<file path="config.mk">
export PLATFORM = sky130hd
export DESIGN_NAME = alu_issue_ctrl
export DESIGN_NICKNAME = d
export VERILOG_FILES = /design/src/rtl/alu_pkg.sv /design/src/rtl/alu_regfile.sv /design/src/rtl/alu_issue_ctrl.sv
export SDC_FILE = /design/constraint.sdc
export NUM_CORES = 1
export LEC_CHECK = 0
export ABC_AREA = 1
export CORE_MARGIN = 2
export CORE_UTILIZATION = 30
export CTS_CLUSTER_SIZE = 40
export DETAILED_ROUTE_END_ITERATION = 8
export PLACE_DENSITY_LB_ADDON = 0.08
export RECOVER_POWER = 25
export SLEW_MARGIN = 20
export SYNTH_ARGS = -nofsm -noshare
export SYNTH_HDL_FRONTEND = slang
export SYNTH_HIERARCHICAL = 1
export SYNTH_SLANG_ARGS = --single-unit
</file>
<file path="constraint.sdc">
create_clock -name clk -period 2.3 [get_ports clk]
set_input_delay 0.23 -clock clk [delete_from_list [all_inputs] [get_ports clk]]
set_output_delay 0.23 -clock clk [all_outputs]
set_load 0.03 [all_outputs]
</file>
<file path="src/rtl/alu_pkg.sv">
// Shared constants for the 4-bit ALU and its issue stage: opcodes, issue FSM
// state encoding and instruction field layout.
package alu_pkg;

  // Default datapath geometry; the ALU width must match ALU_DATA_W.
  localparam int ALU_DATA_W = 4;
  localparam int ALU_REG_N  = 4;
  localparam int ALU_REG_AW = 2;

  // Opcodes, shared with the ALU SEL decode. 101 and 110 are unassigned.
  localparam logic [2:0] OP_ADD = 3'b000;
  localparam logic [2:0] OP_SUB = 3'b001;
  localparam logic [2:0] OP_AND = 3'b010;
  localparam logic [2:0] OP_OR  = 3'b011;
  localparam logic [2:0] OP_NOT = 3'b100;
  localparam logic [2:0] OP_LDI = 3'b111;

  // Issue FSM states.
  typedef enum logic [1:0] {
    ST_IDLE = 2'd0,
    ST_EXEC = 2'd1,
    ST_WB   = 2'd2
  } issue_state_e;

  // Instruction layout {op[2:0], rd, rs1, rs2}; offsets depend on index width.
  function automatic int fld_op_lsb(input int aw);
    return 3 * aw;
  endfunction

  function automatic int fld_rd_lsb(input int aw);
    return 2 * aw;
  endfunction

  function automatic int fld_rs1_lsb(input int aw);
    return aw;
  endfunction

  // True for every opcode the ALU implements (LDI bypasses the ALU result).
  function automatic logic op_is_legal(input logic [2:0] op);
    logic ok;
    case (op)
      OP_ADD, OP_SUB, OP_AND, OP_OR, OP_NOT, OP_LDI: ok = 1'b1;
      default:                                       ok = 1'b0;
    endcase
    return ok;
  endfunction

endpackage

</file>
<file path="src/rtl/alu_regfile.sv">
// Local register file: two asynchronous read ports, one synchronous write
// port, whole array cleared by the asynchronous reset.
module alu_regfile
  import alu_pkg::*;
#(
  parameter int DATA_W = ALU_DATA_W,
  parameter int REG_N  = ALU_REG_N,
  parameter int REG_AW = ALU_REG_AW
) (
  input  logic              clk,
  input  logic              rst_n,
  input  logic [REG_AW-1:0] i_rd_addr_a,
  output logic [DATA_W-1:0] o_rd_data_a,
  input  logic [REG_AW-1:0] i_rd_addr_b,
  output logic [DATA_W-1:0] o_rd_data_b,
  input  logic              i_wr_en,
  input  logic [REG_AW-1:0] i_wr_addr,
  input  logic [DATA_W-1:0] i_wr_data
);

  logic [DATA_W-1:0] r_mem [REG_N];

  assign o_rd_data_a = r_mem[i_rd_addr_a];
  assign o_rd_data_b = r_mem[i_rd_addr_b];

  // Storage: cleared on reset, one write per cycle otherwise.
  always_ff @(posedge clk or negedge rst_n) begin
    if (!rst_n) begin
      for (int i = 0; i < REG_N; i++) begin
        r_mem[i] <= '0;
      end
    end else if (i_wr_en) begin
      r_mem[i_wr_addr] <= i_wr_data;
    end
  end

endmodule

</file>
<file path="src/rtl/alu_issue_ctrl.sv">
// Serialised issue stage for the 4-bit ALU: accepts one instruction, reads
// operands, drives the ALU for one cycle, writes back and presents the result.
module alu_issue_ctrl
  import alu_pkg::*;
#(
  parameter int DATA_W = ALU_DATA_W,
  parameter int REG_N  = ALU_REG_N,
  parameter int REG_AW = ALU_REG_AW
) (
  input  logic                  clk,
  input  logic                  rst_n,
  input  logic                  in_valid,
  output logic                  in_ready,
  input  logic [3+3*REG_AW-1:0] in_instr,
  output logic [DATA_W-1:0]     alu_a,
  output logic [DATA_W-1:0]     alu_b,
  output logic [2:0]            alu_sel,
  input  logic [DATA_W-1:0]     alu_result,
  output logic                  out_valid,
  input  logic                  out_ready,
  output logic [DATA_W-1:0]     out_data,
  output logic [REG_AW-1:0]     out_rd,
  output logic                  out_zero,
  output logic                  out_err
);

  localparam int OP_LSB  = fld_op_lsb(REG_AW);
  localparam int RD_LSB  = fld_rd_lsb(REG_AW);
  localparam int RS1_LSB = fld_rs1_lsb(REG_AW);

  issue_state_e      r_state, w_state_nxt;
  logic              r_in_ready, r_out_valid;
  logic [2:0]        r_op;
  logic [REG_AW-1:0] r_rd;
  logic [DATA_W-1:0] r_imm;
  logic [DATA_W-1:0] r_alu_a, r_alu_b;
  logic [2:0]        r_alu_sel;
  logic [DATA_W-1:0] r_out_data;
  logic [REG_AW-1:0] r_out_rd;
  logic              r_out_zero, r_out_err;

  logic [2:0]        w_op;
  logic [REG_AW-1:0] w_rd, w_rs1, w_rs2;
  logic [DATA_W-1:0] w_rf_a, w_rf_b, w_b_sel, w_imm;
  logic              w_accept, w_err, w_wr_en, w_wb_zero;
  logic [DATA_W-1:0] w_wb_data;

  assign w_op  = in_instr[OP_LSB +: 3];
  assign w_rd  = in_instr[RD_LSB +: REG_AW];
  assign w_rs1 = in_instr[RS1_LSB +: REG_AW];
  assign w_rs2 = in_instr[0 +: REG_AW];
  // Immediate is {rs1,rs2}, resized to the datapath width.
  assign w_imm = DATA_W'({w_rs1, w_rs2});

  assign w_accept = in_valid & r_in_ready;

  assign in_ready  = r_in_ready;
  assign out_valid = r_out_valid;
  assign alu_a     = r_alu_a;
  assign alu_b     = r_alu_b;
  assign alu_sel   = r_alu_sel;
  assign out_data  = r_out_data;
  assign out_rd    = r_out_rd;
  assign out_zero  = r_out_zero;
  assign out_err   = r_out_err;

  alu_regfile #(
    .DATA_W (DATA_W),
    .REG_N  (REG_N),
    .REG_AW (REG_AW)
  ) u_regfile (
    .clk         (clk),
    .rst_n       (rst_n),
    .i_rd_addr_a (w_rs1),
    .o_rd_data_a (w_rf_a),
    .i_rd_addr_b (w_rs2),
    .o_rd_data_b (w_rf_b),
    .i_wr_en     (w_wr_en),
    .i_wr_addr   (r_rd),
    .i_wr_data   (w_wb_data)
  );

  // NOT is unary, so the B operand is forced to zero for it.
  always_comb begin
    w_b_sel = w_rf_b;
    if (w_op == OP_NOT) begin
      w_b_sel = '0;
    end else begin
      w_b_sel = w_rf_b;
    end
  end

  // Writeback value: zero on an illegal op, the immediate for LDI, else the ALU result.
  always_comb begin
    w_err     = ~op_is_legal(r_op);
    w_wb_data = '0;
    if (w_err) begin
      w_wb_data = '0;
    end else if (r_op == OP_LDI) begin
      w_wb_data = r_imm;
    end else begin
      w_wb_data = alu_result;
    end
    w_wr_en   = (r_state == ST_EXEC) && !w_err;
    w_wb_zero = !w_err && (w_wb_data == '0);
  end

  // Next-state logic for IDLE -> EXEC -> WB -> IDLE.
  always_comb begin
    w_state_nxt = r_state;
    case (r_state)
      ST_IDLE: begin
        if (w_accept) begin
          w_state_nxt = ST_EXEC;
        end else begin
          w_state_nxt = ST_IDLE;
        end
      end
      ST_EXEC: w_state_nxt = ST_WB;
      ST_WB: begin
        if (r_out_valid && out_ready) begin
          w_state_nxt = ST_IDLE;
        end else begin
          w_state_nxt = ST_WB;
        end
      end
      default: w_state_nxt = ST_IDLE;
    endcase
  end

  // State, handshake flags, ALU drive and result registers.
  always_ff @(posedge clk or negedge rst_n) begin
    if (!rst_n) begin
      r_state     <= ST_IDLE;
      r_in_ready  <= 1'b0;
      r_out_valid <= 1'b0;
      r_op        <= 3'b000;
      r_rd        <= '0;
      r_imm       <= '0;
      r_alu_a     <= '0;
      r_alu_b     <= '0;
      r_alu_sel   <= 3'b000;
      r_out_data  <= '0;
      r_out_rd    <= '0;
      r_out_zero  <= 1'b0;
      r_out_err   <= 1'b0;
    end else begin
      r_state     <= w_state_nxt;
      r_in_ready  <= (w_state_nxt == ST_IDLE);
      r_out_valid <= (w_state_nxt == ST_WB);
      // Operands are captured at accept and held until the next accept.
      if (w_accept) begin
        r_op      <= w_op;
        r_rd      <= w_rd;
        r_imm     <= w_imm;
        r_alu_a   <= w_rf_a;
        r_alu_b   <= w_b_sel;
        r_alu_sel <= w_op;
      end
      // Result is captured on the edge leaving EXEC and held through WB.
      if (r_state == ST_EXEC) begin
        r_out_data <= w_wb_data;
        r_out_rd   <= r_rd;
        r_out_zero <= w_wb_zero;
        r_out_err  <= w_err;
      end
    end
  end

endmodule

</file>
Word level (Yosys, flattened, before mapping)
Index checks and enable logic that the tools add are counted.
{"block": "totals", "register_bits": 45, "inputBits": 17, "wordCells": 59}
{"block": "op_classes", "n_lt_le_gt_ge": 4, "eq_ne": 9, "muxes": 16, "bitwise_logic": 5, "reduce_logical": 9}
{"op": "4-bit two-way mux", "count": 8}
{"op": "4-bit binary-select mux with 2-bit select", "count": 2}
{"op": "16-bit bitwise mux", "count": 1}
{"op": "3-bit equality test (second input constant)", "count": 3}
{"op": "3-bit greater-or-equal comparator (second input constant)", "count": 3}
{"op": "2-bit inverter with 3-bit output", "count": 3}
{"op": "4-bit demux with 2-bit select", "count": 1}
{"op": "3-bit by 2-bit equality test with 1-bit output (second input constant)", "count": 2}
{"op": "2-bit one-hot mux with 3 select lines", "count": 1}
{"op": "6-bit OR reduction", "count": 1}
{"op": "2-bit equality test (second input constant)", "count": 2}
{"op": "1-bit logical AND", "count": 4}
{"op": "2-bit logical NOT", "count": 2}
{"op": "4-bit logical NOT", "count": 1}
{"op": "3-bit by 1-bit equality test with 1-bit output (second input constant)", "count": 1}
{"op": "3-bit logical NOT", "count": 1}
{"op": "3-bit by 1-bit less-than comparator with 1-bit output (second input constant)", "count": 1}
{"op": "2-bit by 1-bit equality test with 1-bit output (second input constant)", "count": 1}
{"op": "1-bit two-way mux", "count": 2}
{"op": "2-bit two-way mux", "count": 1}
{"op": "1-bit AND", "count": 1}
{"op": "1-bit inverter", "count": 1}

Logic depth before layout (Yosys ltp)
{"block": "depth", "word_depth": 6, "ltp_mapped": 10}

Hierarchy
Netlist, hierarchy kept.
{"module": "alu_issue_ctrl", "instances": 1, "cells_per_inst": 142, "area_each_um2": 1226.2, "seq_area_each_um2": 725.7}
{"module": "alu_regfile", "instances": 1, "cells_per_inst": 150, "area_each_um2": 1003.5, "seq_area_each_um2": 400.4}

Worst setup path before layout
No wires, ideal clock.
{"block": "synth_timing", "path_type": "reg-to-reg", "start": "register alu_sel[2] (netlist name)", "end": "register u_regfile/r_mem[10] in the netlist's numbering", "t_arrival_ns": 1.583, "required_time_ns": 2.233, "path_slack_ns": 0.650, "path_stages_with_launch": 10, "cell_sequence": "dfrtp_1 buf_2 nand3_2 nand2_2 nand2_2 inv_1 buf_4 buf_2 nand4_1 nand2_1"}
{"element": "to (signal, indexed assignment)", "line": "alu_regfile.sv:33", "rtl": "r_mem[i_wr_addr] <= i_wr_data;"}
{"element": "to (decl)", "line": "alu_regfile.sv:21", "rtl": "logic [DATA_W-1:0] r_mem [REG_N];"}

Final worst setup path
{"block": "layout_timing", "start": "register r_alu_sel[2], in the netlist alu_sel[2]", "end": "output port alu_sel[2]"}
{"element": "from (decl)", "line": "alu_issue_ctrl.sv:37", "rtl": "logic [2:0] r_alu_sel;"}
{"element": "from (signal assigned)", "line": "alu_issue_ctrl.sv:158", "rtl": "r_alu_sel <= w_op;"}
{"element": "to (decl)", "line": "alu_issue_ctrl.sv:17", "rtl": "output logic [2:0] alu_sel,"}
No word-level cell between the ends.

==> flow_summary.rst <==
.. list-table::
   :header-rows: 1

   * - Metric
     - Value
   * - Max Buffers Root-to-Sink
     - 2
   * - Number of synthesized flops with an enable pin
     - 0
   * - Number of antenna violations at the first check in global routing
     - 0
   * - Worst-path maximum fanout
     - 9
   * - Slew Limit Headroom
     - 25.4%
   * - Min Tclk post-route
     - 1.78 ns
   * - Reg power frac
     - 38.2%
   * - Endpoints failing setup
     - 0
   * - Share of the core filled with cells in the final layout
     - 38.9%
   * - Number of CTS-inserted buffers
     - 5
   * - GRT Util Overall
     - 14.8%
   * - FF+latch count, synth
     - 45
   * - Maximum Capacitance Violations
     - 0
   * - I/O pin count
     - 38
   * - Post-synth design cell area
     - 2230 sq um
   * - CP delay by family, top
     - buffers and inverters
   * - Share of synthesized area occupied by flip-flops and latches
     - 50.5%
   * - Initial Utilization
     - 30.9%
   * - Post-CTS Hold Buffers
     - 0
   * - Worst reg-to-reg setup slack
     - 0.52 ns
   * - Area of the placeable core
     - 7210 sq um
   * - Yosys warning total
     - 6
   * - Vias in the first global route
     - 1879
   * - Pwr/cell area
     - 1390 nW/um^2
   * - Number of distinct library cell variants in the gate-level netlist after synthesis
     - 21
   * - CTS tree
     - done
   * - Commonest cells post-synth
     - sky130_fd_sc_hd__nand2_1, sky130_fd_sc_hd__dfrtp_1, sky130_fd_sc_hd__inv_1, sky130_fd_sc_hd__nand3_1, sky130_fd_sc_hd__nand4_1
   * - Share of synthesized flip-flops with an asynchronous set or reset
     - 100%
   * - PnR worst setup slack
     - 0.517 ns
   * - Clock sinks
     - 45
   * - Number of slew-limit violations in the final report
     - 0
   * - Leading cell type by number of instances after synthesis
     - sky130_fd_sc_hd__nand2_1
   * - Most area-consuming cells after synthesis
     - sky130_fd_sc_hd__dfrtp_1, sky130_fd_sc_hd__nand2_1, sky130_fd_sc_hd__inv_1
   * - CP max-delay cell
     - sky130_fd_sc_hd__clkdlybuf4s50_1
   * - Most frequently used flop master after synthesis
     - sky130_fd_sc_hd__dfrtp_1
   * - Endpoint arrival time on the critical path
     - 1.55 ns
   * - Unrepaired setup endpoints after global routing
     - false
   * - Count of standard-cell rows
     - 31
   * - Cell type contributing the most total cell area after synthesis
     - sky130_fd_sc_hd__dfrtp_1
   * - Fraction of power consumed by the clock network
     - 15.9%
   * - Routability-driven placement congestion ratio
     - 0.812
   * - Fmax
     - 561 MHz
   * - Part of the cycle the worst path needs
     - 77.5%
   * - Die Y
     - 90.2 um
   * - Library cell used as clock root buffer
     - sky130_fd_sc_hd__clkbuf_8
   * - Design Area, Final
     - 2810 sq um
   * - Setup Buffers After CTS
     - 0
   * - Layout fillers
     - 807
   * - Growth of design area from synthesis to finish
     - 25.9%
   * - Worst-margin pin slew
     - 1.12 ns
   * - CP Buf/Inv Count
     - 1
   * - Number of iterations in the first detailed-routing pass
     - 4
   * - Detail-routed net length per standard cell
     - 12.8 um
   * - Endpoint required time on the critical path
     - 2.07 ns
   * - Share of post-route cells with drive strength above 1
     - 7.25%
   * - Die area
     - 8140 sq um
   * - # diodes
     - 0
   * - Combinational power share
     - 45.9%
   * - Highest cell delay on the worst timing path
     - 0.75 ns
   * - Area fraction of the dominant cell type after synthesis
     - 50.5%
   * - Vias/cell
     - 4.40
   * - Overall overflow remaining after global route
     - 0
   * - DRC viols
     - 0
   * - Total wire length after detailed routing
     - 5.51 mm
   * - Total number of vias
     - 1890
   * - Status
     - complete, no violations
   * - Post-cts sizing count
     - 0
   * - Detailed-placement wirelength estimate
     - 4.04 mm
   * - Drt first-iter violations
     - 55
   * - Mapped Cells
     - 292
   * - Area after detailed placement
     - 2690 sq um
   * - ANT nets after route
     - 0
   * - First-pass GRT wire length
     - 9.66 mm
   * - Worst hold path type
     - primary input to asynchronous set/reset pin
   * - Summed negative setup slack over all endpoints
     - 0 ns
   * - Post-synthesis average cell area
     - 7.64 sq um
   * - Number of nets in the final layout
     - 347
   * - Worst hold slack
     - 0.217 ns
   * - Largest clock skew in the final design
     - 0.00609 ns
   * - Type of origin of the critical path
     - flop
   * - Clock network latency to the later pin of the worst-skew pair
     - 0.30 ns
   * - Die Span X
     - 90.2 um
   * - Switching power of the nets
     - 0.00173 W
   * - Worst path cell trace
     - clkdlybuf4s50_1
   * - Number of hold violations in the final report
     - 0
   * - Setup Slack @ Placement
     - 0.575 ns
   * - Static leakage
     - 1.45 nW
   * - Net count after synthesis
     - 309
   * - Maximum number of pins on one net before global-route repair
     - 46
   * - Worst setup path class
     - flop to output pin
   * - Reg-to-reg startpoint
     - alu_sel[0]$_DFFE_PN0P_
   * - Crit path from
     - alu_sel[2]$_DFFE_PN0P_
   * - Cell internal pwr
     - 0.00218 W
   * - Number of levels in the clock H-tree
     - 2
   * - Switching share of total power
     - 44.2%
   * - Worst supply voltage drop on vdd
     - 0.533 mV
   * - Clock transition at the registers of the reported paths
     - 0.09 ns
   * - CP endpoint kind
     - output pin
   * - Count of input and output buffers
     - 37
## final timing paths
kind                       cells after the start                              to
min in group clk                               1            r_state[0]$_DFF_PN0_
min reg2reg                                    1            r_state[0]$_DFF_PN0_
max reg2reg                                    7  u_regfile/r_mem[7]$_DFFE_PN0P_
max                                            1                      alu_sel[2]
min                                            2            r_state[1]$_DFF_PN0_
max in group asynchronous                      2  u_regfile/r_mem[8]$_DFFE_PN0P_
## metrics by stage
stage	total power, W	instances
final	0.00391	430
after global routing	0.00425	430
after CTS	0.00397	430
after detailed placement	0.00332	422
after global placement	0.00331	422
after floorplan	0.00264	292
## power by group through the flow
| stage | sequential [W] | clock [W] | combinational (W) |
|---|---|---|---|
| 6_report | 0.00149 | 0.000624 | 0.00179 |
| 5_1_grt | 0.00156 | 0.000683 | 0.00201 |
| 4_1_cts | 0.00150 | 0.000653 | 0.00182 |
| 3_5_place_dp | 0.00152 | 0 | 0.00181 |
| 3_3_place_gp | 0.00151 | 0 | 0.00180 |
| 2_1_floorplan | 0.00178 | 0 | 0.000868 |
## cell type report
type	count	area [sq um]	area share (%)
clock inverter	1	30.0	1.07
timing repair buffer	39	378	13.5
multi-input combinational	196	896	31.9
sequential	45	1130	40.1
tap	99	124	4.41
clock buffer	7	86.3	3.08
inverter	43	166	5.93
## kinds of logic (layout without fill, tap and decap cells)
logic type | after synthesis | in the layout | share of synthesized area (%)
and+or+nand+nor | 180 | 180 | 36.3
buffers and inverters | 51 | 90 | 9.31
DFF | 45 | 45 | 50.5
AOI/OAI and AO/OA | 16 | 16 | 3.93
## sequential cells by signal (all words and copies together), names as in the netlist, 2 cells and up
signal,count
alu_a,4
alu_b,4
alu_sel,3
out_data,4
out_rd,2
r_imm,4
r_rd,2
r_state,2
u_regfile/r_mem,16
## cells in the final DEF (no fill, tap or decap), types with 4 or more instances in the layout
cell | synthesis | routed
sky130_fd_sc_hd__clkbuf_8 | 0 | 6
sky130_fd_sc_hd__clkdlybuf4s50_1 | 0 | 36
sky130_fd_sc_hd__nand3_2 | 4 | 4
sky130_fd_sc_hd__inv_1 | 40 | 40
sky130_fd_sc_hd__nand3_1 | 26 | 26
sky130_fd_sc_hd__nor2_1 | 5 | 5
sky130_fd_sc_hd__nand2_1 | 121 | 121
sky130_fd_sc_hd__o21ai_1 | 7 | 7
sky130_fd_sc_hd__nand2_2 | 4 | 4
sky130_fd_sc_hd__dfrtp_1 | 45 | 45
sky130_fd_sc_hd__o21ai_0 | 7 | 7
sky130_fd_sc_hd__nand4_1 | 16 | 16
## routing by layer
layer	vias up	track usage, %	wire, um
met2	33	20.5	2270
met5	-	0	0
met4	0	5.13	99
li1	990	-	-
met3	8	3.52	204
met1	859	22.3	2930
(Power assumes the default switching activity.)
